==> config.mk <==
export PLATFORM = sky130hd
export DESIGN_NAME = pipe_hazard_ctrl
export DESIGN_NICKNAME = d
export VERILOG_FILES = /design/src/rtl/pipe_ctrl_pkg.sv /design/src/rtl/load_use_detect.sv /design/src/rtl/pipe_hazard_ctrl.sv
export SDC_FILE = /design/constraint.sdc
export NUM_CORES = 1
export LEC_CHECK = 0
export ABC_AREA = 0
export CORE_MARGIN = 2
export CORE_UTILIZATION = 31
export DETAILED_ROUTE_END_ITERATION = 12
export PLACE_DENSITY = 0.92
export SLEW_MARGIN = 20
export SYNTH_ARGS = -nofsm -noshare
export SYNTH_HDL_FRONTEND = slang
export SYNTH_HIERARCHICAL = 1
export SYNTH_SLANG_ARGS = --single-unit
==> constraint.sdc <==
create_clock -name clk_i -period 2.44 [get_ports clk_i]
set_input_delay 0.488 -clock clk_i [delete_from_list [all_inputs] [get_ports clk_i]]
set_output_delay 0.488 -clock clk_i [all_outputs]
set_load 0.02 [all_outputs]
==> src/rtl/pipe_ctrl_pkg.sv <==
// Shared types for the pipeline sequencing controller: FSM states, the grouped
// per-stage register controls and the hard-wired zero register index.
package pipe_ctrl_pkg;

  typedef enum logic {
    RUN      = 1'b0,
    MEM_WAIT = 1'b1
  } hz_state_e;

  typedef struct packed {
    logic pc_en;
    logic if_id_en;
    logic id_ex_en;
    logic ex_mem_en;
    logic mem_wb_en;
    logic if_id_flush;
    logic id_ex_flush;
  } pipe_ctrl_t;

  localparam logic [4:0] REG_X0 = 5'd0;

  localparam pipe_ctrl_t CTRL_HOLD = '{default: 1'b0};
  localparam pipe_ctrl_t CTRL_RUN  = '{pc_en: 1'b1, if_id_en: 1'b1, id_ex_en: 1'b1,
                                       ex_mem_en: 1'b1, mem_wb_en: 1'b1,
                                       if_id_flush: 1'b0, id_ex_flush: 1'b0};

endpackage

==> src/rtl/load_use_detect.sv <==
// Combinational load-use check: the EX load writes a register the ID instruction reads.
// x0 is never a hazard since writes to it are discarded.
module load_use_detect
  import pipe_ctrl_pkg::*;
(
  input  logic [4:0] rs1_addr,
  input  logic [4:0] rs2_addr,
  input  logic       rs1_used,
  input  logic       rs2_used,
  input  logic [4:0] rd_addr,
  input  logic       rd_wren,
  input  logic       is_load,
  output logic       load_use
);

  logic rs1_hit;
  logic rs2_hit;

  assign rs1_hit  = rs1_used && (rs1_addr == rd_addr);
  assign rs2_hit  = rs2_used && (rs2_addr == rd_addr);
  assign load_use = is_load && rd_wren && (rd_addr != REG_X0) && (rs1_hit || rs2_hit);

endmodule

==> src/rtl/pipe_hazard_ctrl.sv <==
// Pipeline enable/flush sequencing for load-use, redirect and memory-wait hazards,
// with a memory-wait watchdog. Optional perf counters under HAZARD_PERF_EN.
module pipe_hazard_ctrl
  import pipe_ctrl_pkg::*;
#(
  parameter int MEM_TIMEOUT = 16,
  parameter int CNT_W       = 32
) (
  input  logic             clk_i,
  input  logic             rst_i,
  input  logic [4:0]       id_rs1_addr_i,
  input  logic [4:0]       id_rs2_addr_i,
  input  logic             id_rs1_used_i,
  input  logic             id_rs2_used_i,
  input  logic [4:0]       ex_rd_addr_i,
  input  logic             ex_rd_wren_i,
  input  logic             ex_is_load_i,
  input  logic             ex_redirect_i,
  input  logic             mem_req_i,
  input  logic             mem_ack_i,
  output logic             pc_en_o,
  output logic             if_id_en_o,
  output logic             id_ex_en_o,
  output logic             ex_mem_en_o,
  output logic             mem_wb_en_o,
  output logic             if_id_flush_o,
  output logic             id_ex_flush_o,
  output logic             mem_err_o,
  output logic [CNT_W-1:0] stall_cnt_o,
  output logic [CNT_W-1:0] flush_cnt_o
);

  localparam int             WC_W   = $clog2(MEM_TIMEOUT);
  localparam logic [WC_W-1:0] WC_MAX = WC_W'(MEM_TIMEOUT - 1);

  hz_state_e       state;
  hz_state_e       state_nxt;
  logic [WC_W-1:0] wait_cnt;
  logic            load_use;
  logic            timeout_release;
  logic            mem_stall;
  pipe_ctrl_t      ctrl;

  load_use_detect u_load_use_detect (
    .rs1_addr (id_rs1_addr_i),
    .rs2_addr (id_rs2_addr_i),
    .rs1_used (id_rs1_used_i),
    .rs2_used (id_rs2_used_i),
    .rd_addr  (ex_rd_addr_i),
    .rd_wren  (ex_rd_wren_i),
    .is_load  (ex_is_load_i),
    .load_use (load_use)
  );

  // A watchdog expiry is treated exactly like an ack so the pipe drains.
  assign timeout_release = (state == MEM_WAIT) && (wait_cnt == WC_MAX) && !mem_ack_i;
  assign mem_stall       = mem_req_i && !mem_ack_i && !timeout_release;

  always_comb begin
    state_nxt = state;
    ctrl      = CTRL_RUN;
    case (state)
      RUN:      if (mem_req_i && !mem_ack_i) state_nxt = MEM_WAIT;
      MEM_WAIT: if (mem_ack_i || (wait_cnt == WC_MAX)) state_nxt = RUN;
      default:  state_nxt = RUN;
    endcase
    // EX is frozen during a stall, so a pending redirect re-presents on release.
    if (!rst_i || mem_stall) begin
      ctrl = CTRL_HOLD;
    end else if (ex_redirect_i) begin
      ctrl.if_id_flush = 1'b1;
      ctrl.id_ex_flush = 1'b1;
    end else if (load_use) begin
      ctrl.pc_en       = 1'b0;
      ctrl.if_id_en    = 1'b0;
      ctrl.id_ex_flush = 1'b1;
    end
  end

  always_ff @(posedge clk_i or negedge rst_i) begin
    if (!rst_i) begin
      state     <= RUN;
      wait_cnt  <= '0;
      mem_err_o <= 1'b0;
    end else begin
      state     <= state_nxt;
      wait_cnt  <= ((state == MEM_WAIT) && (state_nxt == MEM_WAIT)) ? wait_cnt + 1'b1 : '0;
      if (timeout_release) mem_err_o <= 1'b1;
    end
  end

`ifdef HAZARD_PERF_EN
  logic stall_inc;
  logic flush_inc;

  // Stall counts cycles the front end is held; a redirect overriding load-use is not a stall.
  assign stall_inc = mem_stall || (!ex_redirect_i && load_use);
  assign flush_inc = !mem_stall && ex_redirect_i;

  always_ff @(posedge clk_i or negedge rst_i) begin
    if (!rst_i) begin
      stall_cnt_o <= '0;
      flush_cnt_o <= '0;
    end else begin
      if (stall_inc && (stall_cnt_o != '1)) stall_cnt_o <= stall_cnt_o + 1'b1;
      if (flush_inc && (flush_cnt_o != '1)) flush_cnt_o <= flush_cnt_o + 1'b1;
    end
  end
`else
  assign stall_cnt_o = '0;
  assign flush_cnt_o = '0;
`endif

  assign pc_en_o       = ctrl.pc_en;
  assign if_id_en_o    = ctrl.if_id_en;
  assign id_ex_en_o    = ctrl.id_ex_en;
  assign ex_mem_en_o   = ctrl.ex_mem_en;
  assign mem_wb_en_o   = ctrl.mem_wb_en;
  assign if_id_flush_o = ctrl.if_id_flush;
  assign id_ex_flush_o = ctrl.id_ex_flush;

endmodule

---- Word level (Yosys, flattened, before mapping) ----
Cells that the tools add are included.
word-level totals
  register bits ........................... 6
  bits of input ports ..................... 24
  output and inout port bits .............. 72
  logic and storage cells ................. 37
cells by class
  add/subtract/negate cells ............... 1
  eq/ne operators ......................... 3
  muxes and demuxes ....................... 12
  bitwise operators ....................... 1
  reduce and logical (&&, ||, !) cells .... 17
operators with widths
  kind                                         count
  equality test 5 bit                          2
  logical AND 1 bit                            10
  two-way mux 2 bit                            4
  two-way mux 1 bit                            5
  nonzero test 5 bit                           1
  adder 4 x 1 -> 4 bit, second input constant  1
  equality test 4 bit, second input constant   1
  two-way mux 4 bit                            1
  zero test 1 bit                              3
  logical OR 1 bit                             3
  two-way mux 3 bit                            1
  one-hot mux 1 bit (2 select lines)           1
  NOT 1 bit                                    1

---- Logic depth before layout (Yosys ltp) ----
Gate-level depths: netlist of run 1.
  depth after elaboration ................. 7
  depth in mapped cells ................... 6
  mapped depth without buffers ............ 6

---- By module ----
The synthesis of run 1 kept the hierarchy.
by module, submodules not included
  module            times used  cells each  area an instance (um^2)  seq. area each (um^2)
  pipe_hazard_ctrl  1           98          798.3                    150.1
  load_use_detect   1           17          135.1                    0.0

---- Least setup slack after synthesis of run 1 ----
Ideal clock, no wire load.
  path type ............................... input to output
  start point ............................. input port ex_rd_addr_i[3]
  end point ............................... output port pc_en_o
  data arrival time ....................... 1.705 ns
  data required time ...................... 1.952 ns
  path slack .............................. 0.247 ns
  stages .................................. 5
  path buffers ............................ 1
  cells stage by stage .................... or4_1 o211ai_2 a21oi_1 a21oi_2 buf_4
between the ends
  longest elaborated chain between the ends .. 7
  elaborated cells between the ends (all ways) .. 11
  those cells by class .................... eq/ne (2); mux (3); reduce/logical (6)
RTL lines
  item                                    RTL line                                      source
  start, declared                         pipe_hazard_ctrl.sv:15                        input logic [4:0] ex_rd_addr_i,
  equality test 5 bit (on tied branches)  load_use_detect.sv:19, load_use_detect.sv:20
  logical AND 1 bit (on tied branches)    load_use_detect.sv:19, load_use_detect.sv:20
  logical OR 1 bit                        load_use_detect.sv:21                         assign load_use = is_load && rd_wren && (rd_addr != REG_X0) && (rs1_hit || rs2_hit);
  logical AND 1 bit (*)                   load_use_detect.sv:21
  net load_use                            pipe_hazard_ctrl.sv:39                        logic load_use;
  two-way mux 2 bit (*)                   pipe_hazard_ctrl.sv:73                        end else if (load_use) begin
  two-way mux 2 bit (*)                   pipe_hazard_ctrl.sv:70                        end else if (ex_redirect_i) begin
  two-way mux 2 bit (*)                   pipe_hazard_ctrl.sv:68                        if (!rst_i || mem_stall) begin
  end, declared                           pipe_hazard_ctrl.sv:21                        output logic pc_en_o,
Mark *: on every way through the listed nets, which the timed path passes. The rest lies on a longest branch.

---- Final worst setup path of run 1 ----
  start point ............................. input port ex_rd_addr_i[4]
  end point ............................... output port id_ex_flush_o
between the ends
  longest elaborated chain between the ends .. 7
  elaborated cells between the ends (all ways) .. 11
  those cells by class .................... eq/ne (2); mux (3); reduce/logical (6)
RTL lines
  item                                    RTL line                                      source
  equality test 5 bit (on tied branches)  load_use_detect.sv:19, load_use_detect.sv:20
  logical AND 1 bit (on tied branches)    load_use_detect.sv:19, load_use_detect.sv:20
  logical OR 1 bit                        load_use_detect.sv:21
  logical AND 1 bit (*)                   load_use_detect.sv:21
  net load_use                            pipe_hazard_ctrl.sv:39
  two-way mux 1 bit (*)                   pipe_hazard_ctrl.sv:73
  two-way mux 1 bit (*)                   pipe_hazard_ctrl.sv:70
  two-way mux 2 bit (*)                   pipe_hazard_ctrl.sv:68
  end, declared                           pipe_hazard_ctrl.sv:27                        output logic id_ex_flush_o,
Marks and branches as above.

==> reports/results.txt, run 1 <==
Summing the sequential cell areas from Yosys gives 16.09% of the chip area. The logs give 0 for the post-CTS setup-driven buffer insertion count and 177 for the total instance count after detailed placement. The clock input transition at the sequential cells of the worst setup and hold paths is 40 ps, and the area inside the core boundary is 2805 µm².

The number of buffers and inverters on the critical path is 2. The mean cell area of the mapped netlist works out to 8.116 µm². Across all hold checks on the routed design, the worst slack comes to 463.3 ps. In this run the core area contains 19 standard-cell rows. The first global-routing pass estimated 2180 µm of wire. Critical path's most frequent cell: sky130_fd_sc_hd__nor2_1. 96 I/O pins were placed. The flow ran to the end, but the final reports show violations. The largest voltage drop on the vdd net was 0.2770 mV. For the met1 track utilization from global routing, the log shows 7.402%. The number of levels the H-tree was split into was 1; the worst path setup slack after routing was 89.36 ps. The clock period minus final worst setup slack was 2351 ps; the delay of the slowest critical-path stage was 290 ps. The synthesis-to-layout area growth was 17.16%; the count of maximum capacitance violations was 0. The mapped netlist covers 933.4 µm².

The number of pins with negative max-slew slack in the final report was 0. The run gives 8 as the number of iterations in the first detailed-routing pass. The run gives 515 as the number of global-route vias before repair. The critical path is of the in2out type. Routability-driven placement finished with a final weighted congestion of 0.7203.

The slowest stage of the critical path belongs to the cell sky130_fd_sc_hd__nor4_2. The number of antenna diodes in the final layout is 0. The portion of the clock cycle consumed by the worst path in the final layout is 96.34%, and the per-cell routed wire length is 9.339 µm. The aggregate global-route resource usage is 8.686%, and the die outline area is 3466 µm². In the routed layout, each cell is associated on average with a via count of 3.517.

The die is 58.87 µm tall. sky130_fd_sc_hd__buf_4 takes more of the synthesized area than any other cell. Detailed routing inserted a total of 633 vias. The synthesized netlist cell count came out at 115. Sorting the synthesized cells by area gives the leading types as sky130_fd_sc_hd__buf_4 54%, sky130_fd_sc_hd__dfrtp_1 16%, sky130_fd_sc_hd__xor2_1 8.4%. Summed over all nets, the switching power comes to 167.5 µW.

The tools report the kind of end point of the critical path as an output port. The share of flip-flops with an asynchronous set or reset is 100.0%. At the worst endpoint, the required time is 1950 ps. After global routing the overflow that remains totals 0. The run gives 0.0006544 µW as the leakage component of the power.

The startpoint identified for the worst register-to-register timing path is wait_cnt[0]$_DFF_PN0_. TritonCTS built the clock tree. The detailed-route DRC error count is 6, and the met3 usage is 1.538%.

The number of enable flip-flop cells after synthesis was 0; the number of warnings reported in the yosys synthesis log was 6. In this run, CTS created clock tree buffers numbering 3. The number of buffers added on ports is 31, and the ratio of cells with drive above 1 in the final layout is 12.08%. The run gives 180 as the count of non-filler cells in the finished layout. Top flip-flop cell by instance count after synthesis: sky130_fd_sc_hd__dfrtp_1.

The cell type group with the largest total delay on the critical path was simple AND/OR/NAND/NOR gates. The logs give 2 for the number of buffers on the longest clock path and 0 for the antenna violation net count after detailed routing. In this run the power density over the cells is 347.0 nW/µm². In this run the clock root is driven by a sky130_fd_sc_hd__clkbuf_4. In the global route stage, met2 resource usage came out at 17.14%.

For this run, the top clock speed supported by timing is 425.4 MHz. Data arrives at the worst endpoint at 1860 ps. After synthesis the netlist holds a flip-flop and latch count of 6.

met2 is the most crowded layer. The number of hold violations in the final report is 0, and the number of hold-repair buffers added at the cts stage is 0. On the final layout, the worst clock skew is 6.775 ps. The share of total power dissipated in combinational logic is 48.5%. The switching share of power works out to 44.15%.

The worst setup path is launched from an input pin. By count the netlist is led by 67 x sky130_fd_sc_hd__buf_4, 9 x sky130_fd_sc_hd__xor2_1, 8 x sky130_fd_sc_hd__nor2_1. Sequential fraction of design power: 27.4%. Entering global routing, the biggest net connects 7 pins.

The clock insertion delay at the later pin of the skew report is 250 ps. In this run the most critical hold path is launched from wait_cnt[0]$_DFF_PN0_. The proportion of netlist area held by the largest area contributor came out at 53.89%. For the clock share of power, the log shows 24.1%. For the clock sink count, the log shows 6. Before CTS, the worst setup slack after placement is -608.2 ps. The die width came out at 58.87 µm. By instance count, the leading cell after synthesis is sky130_fd_sc_hd__buf_4. The maximum fanout along the worst path was 3. The run gives 1489 µm as the half-perimeter wire length of the detailed placement result. The initial core utilization was 33.27%. The internal power of the cells totals 211.9 µW. For the number of antenna violations at the first check in global routing, the log shows 0.

After the last flow step, the layout net total stands at 176. The critical path startpoint was ex_rd_addr_i[4]. The path class of the tightest hold or removal check is reg2reg. The first routing iteration left 13 violations. The signal on the critical path passes through clkdlybuf4s15_1 > xor2_1 > nor4_2 > nand3_1 > a21oi_2 > nor2_1 > nor2_1 > buf_4. The post-synthesis cell type count was 19; the total of endpoints with negative setup slack in the final report was 0. For this block, the routed nets add up to 1681 µm of wire. The final reports fail on design-rule violations.
[through the flow]
stage                     util [%]  power, µW  setup TNS, ps  instance area [µm²]
after global placement       37.29      289.7          -1725                 1046
after CTS                    38.00      382.6         -36.33                 1066
after floorplan                  -      307.2              0                 1170
final                        38.98      379.4              0                 1094
after detailed placement     37.29      292.2          -1922                 1046
after global routing         38.98      401.7         -16.11                 1094
[cell type report]
type / count / area (µm²)
sequential: 6 / 150.1
fill: 297 / 1712
timing repair buffer: 35 / 344.1
tap: 31 / 38.79
clock buffer: 3 / 22.52
inverter: 3 / 11.26
multi-input combinational: 102 / 526.8
[path summary, 6_finish.rpt]
check / end / slack [ps] / cells past startpoint
setup / recovery: id_ex_flush_o / 90 / 8
hold / removal: wait_cnt[0]$_DFF_PN0_ / 460 / 1
setup reg to reg: state$_DFF_PN0_ / 1330 / 3
hold reg to reg: wait_cnt[0]$_DFF_PN0_ / 460 / 1
max in group asynchronous: state$_DFF_PN0_ / 1690 / 2
min in group asynchronous: wait_cnt[3]$_DFF_PN0_ / 630 / 2
[power by group through the flow]
stage          Sequential, µW  Combinational, µW  Clock (µW)
2_1_floorplan             105                202           0
3_3_place_gp              105                184           0
3_5_place_dp              105                187           0
4_1_cts                   104                182        96.2
5_1_grt                   104                197         101
6_report                  104                184        91.4
[layout by cell type (no fill, tap or decap), drive strengths merged]
master         synthesis  routed
inv                    3       3
o211ai                 1       1
o21bai                 1       1
conb                   1      64
dfrtp                  6       6
or4                    1       1
nand3                  4       4
dlygate4sd2            0       5
xnor2                  3       3
nand2b                 3       3
o21ai                  1       1
xor2                   9       9
and4                   1       1
dlymetal6s2s           0       9
ha                     1       1
clkbuf                 0       4
buf                   67       7
nor3                   1       1
nor4                   2       2
nor2                   8       8
a21oi                  2       2
clkdlybuf4s50          0      11
clkdlybuf4s15          0       2
[worst register-to-register path, stage by stage, from the launching register on]
cell	delay, ps
sky130_fd_sc_hd__dfrtp_1	390
sky130_fd_sc_hd__ha_1	240
sky130_fd_sc_hd__and4_4	220
sky130_fd_sc_hd__nor3_1	180
[logic make-up after synthesis]
| family | Yosys count | synth area share [%] |
|---|---|---|
| other cells | 1 | 0.4018 |
| buf+inv | 70 | 55.09 |
| compound gates | 5 | 4.558 |
| xor+xnor | 12 | 11.26 |
| simple gates | 20 | 11.26 |
| fa+ha+maj | 1 | 1.340 |
| flops | 6 | 16.09 |
[timing repair]
action                     CTS  global route
pin swaps                    4             7
resized for setup           26            14
setup endpoints to repair    7             4
[registers in the layout (all words and copies together), names as in the netlist]
| signal | count |
|---|---|
| mem_err_o | 1 |
| wait_cnt | 4 |
| state | 1 |
[routing by layer]
layer,up-vias,part of all wire (%)
met3,4,9.4
li1,300,-
met5,-,0
met1,284,28
met4,0,1.9
met2,45,61
No activity file was read; power rests on OpenSTA's default activity.
==> inputs of run 2 (changes only) <==
--- a/config.mk
+++ b/config.mk
@@ -5,9 +5,9 @@
 export SDC_FILE = /design/constraint.sdc
 export NUM_CORES = 1
 export LEC_CHECK = 0
-export ABC_AREA = 0
+export ABC_AREA = 1
 export CORE_MARGIN = 2
-export CORE_UTILIZATION = 31
+export CORE_UTILIZATION = 33
 export DETAILED_ROUTE_END_ITERATION = 12
 export PLACE_DENSITY = 0.92
 export SLEW_MARGIN = 20
==> reports/results.txt, run 2 <==
For the worst setup path, the data required time is 1950 ps. Number of hold violations in the final report: 0. The total instance count after detailed placement is 238. In the post-synthesis netlist, the biggest area contributors are sky130_fd_sc_hd__buf_4 49%, sky130_fd_sc_hd__dfrtp_1 15%, sky130_fd_sc_hd__nand2_1 11%. Combinational logic burns 49.0% of the power. The logs give 20 for the number of placement rows and 0 for the total of endpoints with negative setup slack in the final report. Among all cell types in the netlist, the one instantiated most often is sky130_fd_sc_hd__buf_4.

Clock input transition at the sequential cells of the worst setup and hold paths: 50 ps. In this run the static leakage power is 0.0008341 µW. The commonest cells after synthesis are 67 x sky130_fd_sc_hd__buf_4, 31 x sky130_fd_sc_hd__nand2_1, 20 x sky130_fd_sc_hd__inv_1, 20 x sky130_fd_sc_hd__nor2_1, 7 x sky130_fd_sc_hd__nand3_1. For the maximum number of pins on one net before global-route repair, the log shows 7.

TritonCTS built the clock tree. Number of warnings reported in the yosys synthesis log: 6. The library cells used most frequently in the layout, excluding fill and tap cells, are 64 x sky130_fd_sc_hd__conb_1, 31 x sky130_fd_sc_hd__nand2_1, 20 x sky130_fd_sc_hd__inv_1.

The internal power of the cells totals 214.3 µW. The clock sink count was 6; the die width was 59.96 µm. Number of antenna violations at the first check in global routing: 0. The share of the Yosys chip area taken by registers is 14.53%. The run gives 2780 µm as the global-route wire length before repair.

For this run the aggregate overflow at the end of global routing stands at 0. The area inside the core boundary is 3028 µm². The post-route setup TNS is 0 ps. Yosys mapped a number of flops with a built-in enable equal to 0.

For this design the total switching power over the nets is 177.7 µW. For the count of maximum capacitance violations, the log shows 0. The clock root buffer was sky130_fd_sc_hd__clkbuf_4. The number of antenna cells inserted was 0; the ratio of cells with drive above 1 in the final layout was 8.629%. The cell area after synthesis is 1033 µm², and the antenna violation net count after detailed routing is 0. The worst setup path is launched from an input pin. For this block, the routed nets add up to 1858 µm of wire. In the final layout, the registers with the most flip-flops are wait_cnt (4), mem_err_o (1), state (1).

Across the routed clock network, the largest skew measured is 15.56 ps. STA classifies the critical path endpoint as an output port. Initial core utilization: 34.13%. Synthesis produced 164 cells.

The number of buffers created by CTS came out at 3. The clock network is responsible for 24.4% of the overall power. The clock period minus final worst setup slack was 2301 ps; the global placer's final weighted congestion was 0.7968.

Counting flops with an async set or reset pin after synthesis yields a share of 100.0%. The run gives 2 as the number of buffers on the longest clock path. The most flop-heavy register was wait_cnt. The maximum fanout along the worst path works out to 2.

Compared with the post-synthesis result, the final layout area differs by 16.59%. The post-detailed-route via-to-cell ratio is 3.440, and the maximum clock rate is 434.5 MHz. The power per unit of standard cell area was 325.3 nW/µm²; the number of register bits inferred by synthesis was 6. Input and output buffers added on the ports amount to 31. In the finished design, the share of the clock period the worst path needs comes to 94.32%.

The clock reaches the later pin of the worst-skew pair after 260 ps. The routed layout has 829 vias. The tools report the top-level port count as 96. The most common library cell in the layout ignoring fill and taps was sky130_fd_sc_hd__conb_1. The register with the most flip-flops in the layout has 4 of them. Summed over all instances, the cell type with the most area after synthesis is sky130_fd_sc_hd__buf_4. For this run, the detailed router's first-pass iteration total came to 3. The run gives 1810 ps as the arrival time of data at the critical path endpoint. Walking the worst path, the cells encountered are clkdlybuf4s50_1 > inv_1 > nand2_1 > nand2_1 > nor2_2 > nand3_1 > a21oi_2 > inv_1 > nor2_1 > nor2_1 > buf_4. After detailed routing, the number of remaining DRC violations is 0. The die outline area was 3595 µm²; the number of levels the H-tree was split into was 1. The run finished with clean final reports.

In this run, post-CTS hold repair placed 0 buffers. VDD sags by at most 0.2732 mV. The die is 59.96 µm tall. The top cell type by area accounts for 48.67% of the synthesized area. The final layout contains 224 nets.

The standard cell with the maximum stage delay on the critical path was sky130_fd_sc_hd__clkdlybuf4s50_1. Once detailed placement completed, the half-perimeter wirelength came to 1602 µm. The delay of the slowest critical-path stage is 470 ps. Setup repair after global routing left no endpoint under its margin. Among all flip-flop cells after synthesis, the most frequent one is sky130_fd_sc_hd__dfrtp_1. Global routing used 10.13% of the available tracks across all layers. Worst hold path class: reg2reg. A synthesized cell averages 6.302 µm². The critical path is of the in2out type. The run gives 7 as the number of violations reported at the end of detailed-routing iteration 0.

Dividing the detail-routed wire length by the instance count gives 7.710 µm. Net switching is 45.33% of the power. Yosys mapped the design onto 16 distinct sky130hd cell types.

Number of pins with negative max-slew slack in the final report: 0. Count of non-filler cells in the finished layout: 241. Registers are responsible for 26.6% of the overall power. The number of global-route vias before repair is 699.
[run 2: cell types whose count changed after synthesis, moves of 2 or more]
| cell | change |
|---|---|
| sky130_fd_sc_hd__nor4_1 | -2 |
| sky130_fd_sc_hd__xor2_1 | -9 |
| sky130_fd_sc_hd__inv_2 | +2 |
| sky130_fd_sc_hd__nand2_1 | +31 |
| sky130_fd_sc_hd__xnor2_1 | -3 |
| sky130_fd_sc_hd__nand2b_1 | -3 |
| sky130_fd_sc_hd__nor2_1 | +12 |
| sky130_fd_sc_hd__nand2_2 | +2 |
| sky130_fd_sc_hd__inv_1 | +17 |
| sky130_fd_sc_hd__nand3_1 | +3 |
[run 2: worst max-delay path, delay by kind of cell]
kind            cells  cell delay (ps)
buf+inv             4              720
simple gates        6              420
compound gates      1              170
[run 2: timing repair]
| action | in CTS | in global routing |
|---|---|---|
| buffers inserted | 0 | 0 |
| gates resized for setup | 14 | 16 |
| setup endpoints to repair | 3 | 7 |
| pin swaps | 1 | 6 |
[run 2: metrics by stage]
stage / util [%] / worst slack (ps) / total power, µW / hold slack (ps) / area [µm²]
final: 39.79 / 138.6 / 392.0 / 484.9 / 1205
after CTS: 38.47 / 17.88 / 392.8 / 492.2 / 1165
after global placement: 38.14 / -420.0 / 297.3 / 460.8 / 1155
after floorplan: - / 489.8 / 315.0 / 192.4 / 1270
after detailed placement: 38.14 / -440.9 / 299.9 / 473.8 / 1155
after global routing: 39.79 / 5.230 / 420.5 / 515.2 / 1205
[run 2: cell families after synthesis]
family / share of synthesized area (%)
AO/OA/AOI/OAI: 2.542
adder cells (fa/ha/maj): 1.210
buffers and inverters: 56.66
flip-flops: 14.53
other: 0.3628
AND/OR/NAND/NOR: 24.70
[run 2: layer usage]
metal	up-vias	GRT usage, %	part of all wire [%]
met5	-	0	0
met4	0	2.857	1.7
met3	4	3.247	9.7
met2	53	19.57	53
met1	351	10.18	36
li1	421	-	-
[run 2: power groups by stage]
stage               Clock, µW  Sequential, µW  Combinational (µW)
finish                   95.6             104                 192
global route              104             105                 212
CTS                      97.1             104                 192
detailed placement          0             106                 194
global placement            0             105                 192
floorplan                   0             105                 210
[run 2: cell type report]
| cell class | instances | area, µm² |
|---|---|---|
| Fill cell | 327 | 1823 |
| Clock buffer | 3 | 22.52 |
| Tap cell | 44 | 55.05 |
| Inverter | 22 | 82.58 |
| Sequential cell | 6 | 150.1 |
| Timing Repair Buffer | 34 | 351.6 |
| Multi-Input combinational cell | 132 | 543.0 |
[run 2: path summary, 6_finish.rpt]
path	from	to	slack [ps]	depth (start not counted)
min	mem_err_o$_DFFE_PN0P_	mem_err_o$_DFFE_PN0P_	480	1
min reg2reg	mem_err_o$_DFFE_PN0P_	mem_err_o$_DFFE_PN0P_	480	1
min in group asynchronous	rst_i	wait_cnt[2]$_DFF_PN0_	550	2
max	id_rs1_addr_i[4]	if_id_en_o	140	11
max reg2reg	wait_cnt[0]$_DFF_PN0_	wait_cnt[2]$_DFF_PN0_	1330	4
max in group asynchronous	rst_i	wait_cnt[3]$_DFF_PN0_	1750	2
==> inputs of run 3 (changes only) <==
--- a/config.mk
+++ b/config.mk
@@ -10,6 +10,8 @@
 export CORE_UTILIZATION = 33
 export DETAILED_ROUTE_END_ITERATION = 12
 export PLACE_DENSITY = 0.92
+export REMOVE_ABC_BUFFERS = 1
+export SKIP_LAST_GASP = 1
 export SLEW_MARGIN = 20
 export SYNTH_ARGS = -nofsm -noshare
 export SYNTH_HDL_FRONTEND = slang
==> reports/results.txt, run 3 (synthesized netlist as in run 2, its figures left out) <==
The run finished with clean final reports. Clock latency on the worst-skew pair, taken at its later pin, is 250 ps. The run gives 3028 µm² as the area inside the core boundary.

Critical path startpoint category: an input pin. The repair_antennas step left the layout with diodes totalling 0. Compared with the post-synthesis result, the final layout area differs by 16.22%. The type of the setup path with the least slack is in2out. The sequential fraction of design power is 26.8%, and the die width is 59.96 µm. The number of iterations in the first detailed-routing pass is 4. The final worst clock skew is 6.140 ps, and the post-route setup TNS is 0 ps. The per-cell routed wire length came out at 7.274 µm. In this run the clock root is driven by a sky130_fd_sc_hd__clkbuf_4. TritonCTS built the clock tree. Summed over all layers, the routed wires come to 1753 µm. The post-CTS setup-driven buffer insertion count is 0, and the detailed-route DRC error count is 0. The tightest min-delay check is of the reg2reg type. The most common library cell in the layout ignoring fill and taps was sky130_fd_sc_hd__conb_1. Setup violations remaining at the end of the flow were counted as 0. For this configuration, the core starts out at a cell density of 34.13%. Timing would allow up to 433.8 MHz.

The die is 59.96 µm tall. Of all nets on the critical path, the largest fanout is 2. The detail route stage leaves a number of antenna-violating nets equal to 0.

For the worst setup path, the data arrival time is 1820 ps. The power per unit of standard cell area works out to 323.4 nW/µm². Global routing used 9.435% of the available tracks across all layers.

For the total net switching power, the log shows 173.8 µW. Of the available clock period, the critical path in the final layout requires 94.49%. The count of maximum capacitance violations is 0. The tools report the number of pins with negative max-slew slack in the final report as 0.

Counting flops per register, the top entry is wait_cnt. The register with the most flip-flops in the layout has 4 of them. Number of global-route vias before repair: 666.

For the number of violations reported at the end of detailed-routing iteration 0, the log shows 24. The run gives 150.1 µm² as the storage element area. The number of hold violations in the final report is 0. The run gives 471.0 ps as the hold slack. The congestion estimate from routability-driven global placement came to 0.7898. The clock share of power was 23.9%. After global routing the overflow that remains totals 0.

In the final layout, the multi-input gates occupy 540.5 µm². Entering global routing, the biggest net connects 7 pins. Clock-pin slew was measured on the worst setup and hold paths at 40 ps. 96 I/O pins were placed. The number of antenna violations at the first check in global routing was 0; the number of buffers added on ports was 31. In the final layout, the registers with the most flip-flops are wait_cnt (4), mem_err_o (1), state (1). The final route contains 819 vias. The logs give 241 for the count of non-filler cells in the finished layout and 1950 ps for the worst endpoint required time. Cell internal power was estimated by the tool at 214.7 µW. The worst setup path is captured at an output port.

Cells fill 39.67% of the core in the end. In this run the deepest clock path goes through 2 buffers. The number of levels the H-tree was split into was 1; the half-perimeter wire length of the detailed placement result was 1575 µm. After detailed routing, the number of vias per cell comes to 3.398. After the last flow step, the layout net total stands at 224. The die covers 3595 µm².

The largest voltage drop on the vdd net was 0.2159 mV. In the layout the commonest cells are 64 x sky130_fd_sc_hd__conb_1, 31 x sky130_fd_sc_hd__nand2_1, 20 x sky130_fd_sc_hd__inv_1. The tools report the total instance count after detailed placement as 238. The global-route wire length before repair came out at 2642 µm. The clock period minus final worst setup slack works out to 2305 ps.

For the clock sink count, the log shows 6. Cells with a size suffix above 1 make up 8.122% of the layout. The worst path setup slack after routing came out at 134.5 ps. The switching share of power is 44.74%.

The post-placement worst setup slack is -396.6 ps, and the count of filler cells inserted in the layout is 338. The logs give 49.3% for the proportion of power drawn by combinational gates and 3 for the number of buffers created by CTS. Setup repair after global routing left no endpoint under its margin. In this run the static leakage power is 0.0008242 µW.

The tools report the number of placement rows as 20.
## run 3: cell types whose count changed in the layout (fill, tap and decap cells not counted)
cell	change
sky130_fd_sc_hd__nor2_2	-1
sky130_fd_sc_hd__nor2_1	+1
sky130_fd_sc_hd__clkdlybuf4s50_1	+2
sky130_fd_sc_hd__dlygate4sd2_1	-1
sky130_fd_sc_hd__dlymetal6s2s_1	-1
## run 3: cell type report
type / count / area share, %
clock buffer: 3 / 1.875
inverter: 22 / 6.875
multi-input combinational: 132 / 45.00
sequential: 6 / 12.50
tap: 44 / 4.583
timing repair buffer: 34 / 29.17
## run 3: stage by stage
step	area (µm²)	total power [µW]
2_1_floorplan	767.0	231.5
3_3_place_gp	1155	296.8
3_5_place_dp	1155	298.7
4_1_cts	1172	391.8
5_1_grt	1201	415.1
6_report	1201	388.4
## run 3: power groups by stage
stage / Clock (µW) / Sequential, µW / Combinational (µW)
final: 92.7 / 104 / 191
after global routing: 101 / 104 / 210
after CTS: 96.4 / 104 / 191
after detailed placement: 0 / 106 / 193
after global placement: 0 / 105 / 191
after floorplan: 0 / 105 / 126
## run 3: path summary, 6_finish.rpt
check,from,slack (ps),endpoint,depth (start not counted)
worst min-delay path,mem_err_o$_DFFE_PN0P_,470,mem_err_o$_DFFE_PN0P_,1
min in group asynchronous,rst_i,570,state$_DFF_PN0_,2
worst max register to register,wait_cnt[0]$_DFF_PN0_,1330,wait_cnt[2]$_DFF_PN0_,4
max in group asynchronous,rst_i,1750,wait_cnt[0]$_DFF_PN0_,2
worst min register to register,mem_err_o$_DFFE_PN0P_,470,mem_err_o$_DFFE_PN0P_,1
worst max-delay path,id_rs1_addr_i[1],130,if_id_en_o,11
## run 3: repair_timing
action | 4_1_cts | 5_1_grt
pin swaps | 0 | 4
hold buffers | 0 | 0
endpoints found under the setup margin | 3 | 7
resized for setup | 12 | 15
endpoints found under the hold margin | 0 | 0
## run 3: routing by layer
layer	part of all wire (%)	routed length [µm]	track usage, %
met5	0	0	0
met4	0.86	15	3.492
met3	7.1	124	2.165
met2	56	985	17.39
met1	36	629	10.35
## run 3: worst max-delay path: stages
cell,delay (ps)
sky130_fd_sc_hd__clkdlybuf4s50_1,480
sky130_fd_sc_hd__inv_1,50
sky130_fd_sc_hd__nand2_1,50
sky130_fd_sc_hd__nand2_1,50
sky130_fd_sc_hd__nor2_1,110
sky130_fd_sc_hd__nand3_1,100
sky130_fd_sc_hd__a21oi_2,150
sky130_fd_sc_hd__inv_1,50
sky130_fd_sc_hd__nor2_1,80
sky130_fd_sc_hd__nor2_1,60
sky130_fd_sc_hd__buf_4,150
==> edit: new RTL, flow settings as in run 3 <==
Add a define of `HAZARD_PERF_EN`.
--- a/src/rtl/pipe_hazard_ctrl.sv
+++ b/src/rtl/pipe_hazard_ctrl.sv
@@ -1,5 +1,7 @@
 // Pipeline enable/flush sequencing for load-use, redirect and memory-wait hazards,
 // with a memory-wait watchdog. Optional perf counters under HAZARD_PERF_EN.
+`define HAZARD_PERF_EN
+
 module pipe_hazard_ctrl
   import pipe_ctrl_pkg::*;
 #(
Check against the original RTL: not equivalent (Yosys sat finds a counterexample within 4 cycles, from zero or initial values and one cycle with rst_i low).
==> edit against run 3 <==
Non-clock buffer count is 71 higher. Synthesized cell count grew to 4.6 times the old value. Synthesized area grew to 4.7 times the old value. Largest power group is now registers. Critical endpoint is now pc_en_o. Sequential cell count is 64 higher. Setup slack worse by 0.055 ns. Cell area grew to 5.2 times the old value. Die area grew to 4.3 times the old value. Wire length grew to 7.2 times the old value. Power grew to 8.0 times the old value. Core utilization is 3.5 points higher. Register-to-register slack worse by 0.80 ns.
==> edit: results (changes against run 3) <==
synth.avg_cell_area_um2: 6.37  # +1.1%
htreeDepth: 3  # +2
ir_worst_vdd_uv: 494  # +130%
synth_async_sr_flop_share_pct: 100  # unchanged
grt_pass1_wl_um: 21500  # +710%
fin_skew_ns: 0.00787  # +0.00173 ns
p_switching_uw: 942  # +440%
r2r_cells: 10  # +6
yosysSeqAreaShare_pct: 36.3  # +22 points
drt_first_pass_iters: 5  # +1
slew-limit-headroom_pct: 38.8
vias: 4966  # +510%
synth_ff_type: "dfrtp_1"
min_path_type: "input pin to asynchronous set/reset pin"
layout.nets: 886  # +300%
reg_top3: "flush_cnt_o: 32 flops, stall_cnt_o: 32 flops, wait_cnt: 4 flops"
dp_cells: 1032  # +330%
grt_max_degree: 71  # +64
antenna_found_initial: 0  # unchanged
yosys_warnings: 6  # unchanged
port_buffers: 95  # +210%
gp_congestion: 0.853  # +8.0%
yosys.cell_types.count: 28  # +12
cp_top_family: "buffers and inverters"
drt-vias-per-instance: 4.74  # +39%
n_fill_cell: 1434  # +320%
cts-root-buf: "clkbuf_16"
dpl.hpwl_um: 9370  # +500%
grt_pass1_vias: 4663  # +600%
cts_resized: 18  # +6
insertion_delay_ns: 0.34  # +0.09 ns
cts_made_buffers: 9  # +6
cts.reportedPaths.clkPinSlew_ns: 0.06  # +0.02 ns
slowest_stage: "clkdlybuf4s50_1"
slowest_delay_ns: 0.48  # about the same
drive_gt1_share_pct: 7.75  # -0.37 points
leakagePower_nw: 2.92  # +250%
track_usage_pct: 16.7  # +7.2 points
cts_setup_buffers: 0  # unchanged
ctsHoldBuffers: 0  # unchanged
synth_commonest_cells: "375 x nand2_1, 107 x nor2_1, 70 x dfrtp_1"
synth.most_common_cell: "nand2_1"
crit_fanout: 2  # unchanged
critPathArrivalTime_ns: 1.87  # +0.05 ns
cts_buffer_depth: 2  # unchanged
status: "completed"
synth.area.top_cells: "dfrtp_1 36%, nand2_1 29%, nor2_1 8.3%"
drt_iter0_markers: 347  # +1300%
routed_wl_um: 12600  # +620%
antenna_cells: 0  # unchanged
dp_slack_ns: -0.473  # -0.0761 ns
==> edit: cell types whose count changed in the layout (fill, tap and decap cells not counted), moves of 25 or more <==
cell / run 3 / this run
nand2_1: 31 / 374
nor2_1: 19 / 105
conb_1: 64 / 0
dfrtp_1: 6 / 70
clkdlybuf4s50_1: 17 / 80
inv_1: 20 / 60
nand3_1: 7 / 32
==> edit: path summary, 6_finish.rpt <==
check,startpoint,to,slack (ns)
max,id_rs2_addr_i[3],pc_en_o,0.08
min,rst_i,stall_cnt_o[7]$_DFFE_PN0P_,0.38
max reg2reg,wait_cnt[0]$_DFF_PN0_,flush_cnt_o[26]$_DFFE_PN0P_,0.53
min in group clk_i,wait_cnt[0]$_DFF_PN0_,wait_cnt[0]$_DFF_PN0_,0.47
max in group asynchronous,rst_i,flush_cnt_o[12]$_DFFE_PN0P_,1.46
min reg2reg,wait_cnt[0]$_DFF_PN0_,wait_cnt[0]$_DFF_PN0_,0.47
==> edit: area by class of cell <==
type,instances,area [um2],share of cell area [%]
multi-input cells,606,2710,43.6
well taps,184,230,3.70
inverters,67,254,4.08
flip-flops and latches,70,1750,28.2
clock inverters,7,47.5,0.764
clock buffers,9,225,3.62
repair buffers,105,1000,16.1
==> edit: worst reg2reg max path: stages, from the launching register on <==
cell and delay (ns):
dfrtp_1 0.38, ha_1 0.18, nand2_1 0.08, o21ai_1 0.20, nand2_1 0.12, buf_4 0.18, inv_2 0.12, nand2_4 0.12
inv_2 0.30, nand2_1 0.11, nand2_1 0.07
==> edit: logic make-up (layout without fill, tap and decap cells) <==
family	count (synthesis)	after routing	synth area share, %
flip-flops	70	70	36.3
AND/OR/NAND/NOR	557	557	48.0
buffers and inverters	81	188	7.76
AO/OA/AOI/OAI	17	17	1.82
adder cells (fa/ha/maj)	3	3	0.779
XOR/XNOR	29	29	5.27
==> edit: per-layer routing <==
| metal | vias up | share of wire [%] | global-route usage (%) |
|---|---|---|---|
| met2 | 168 | 49 | 29.3 |
| met3 | 26 | 5.7 | 3.44 |
| met4 | 0 | 1.9 | 5.42 |
| met5 | - | 0 | 0 |
| li1 | 2502 | - | - |
| met1 | 2270 | 43 | 20.4 |
==> edit: power groups by stage <==
stage                     Combinational (mW)  Sequential, mW  Clock, mW
final                                  0.553            1.32       1.22
after global routing                   0.606            1.34       1.31
after CTS                              0.559            1.32       1.26
after detailed placement               0.562            1.34          0
after global placement                 0.548            1.34          0
after floorplan                        0.220            1.40          0
==> edit: per-stage QoR <==
| stage | total power [mW] | TNS (ns) | area [um2] |
|---|---|---|---|
| floorplan | 1.62 | -0.111 | 4700 |
| global placement | 1.89 | -1.63 | 5950 |
| detailed placement | 1.91 | -2.17 | 5950 |
| CTS | 3.14 | -0.153 | 6220 |
| global route | 3.26 | -0.00491 | 6220 |
| finish | 3.10 | 0 | 6220 |
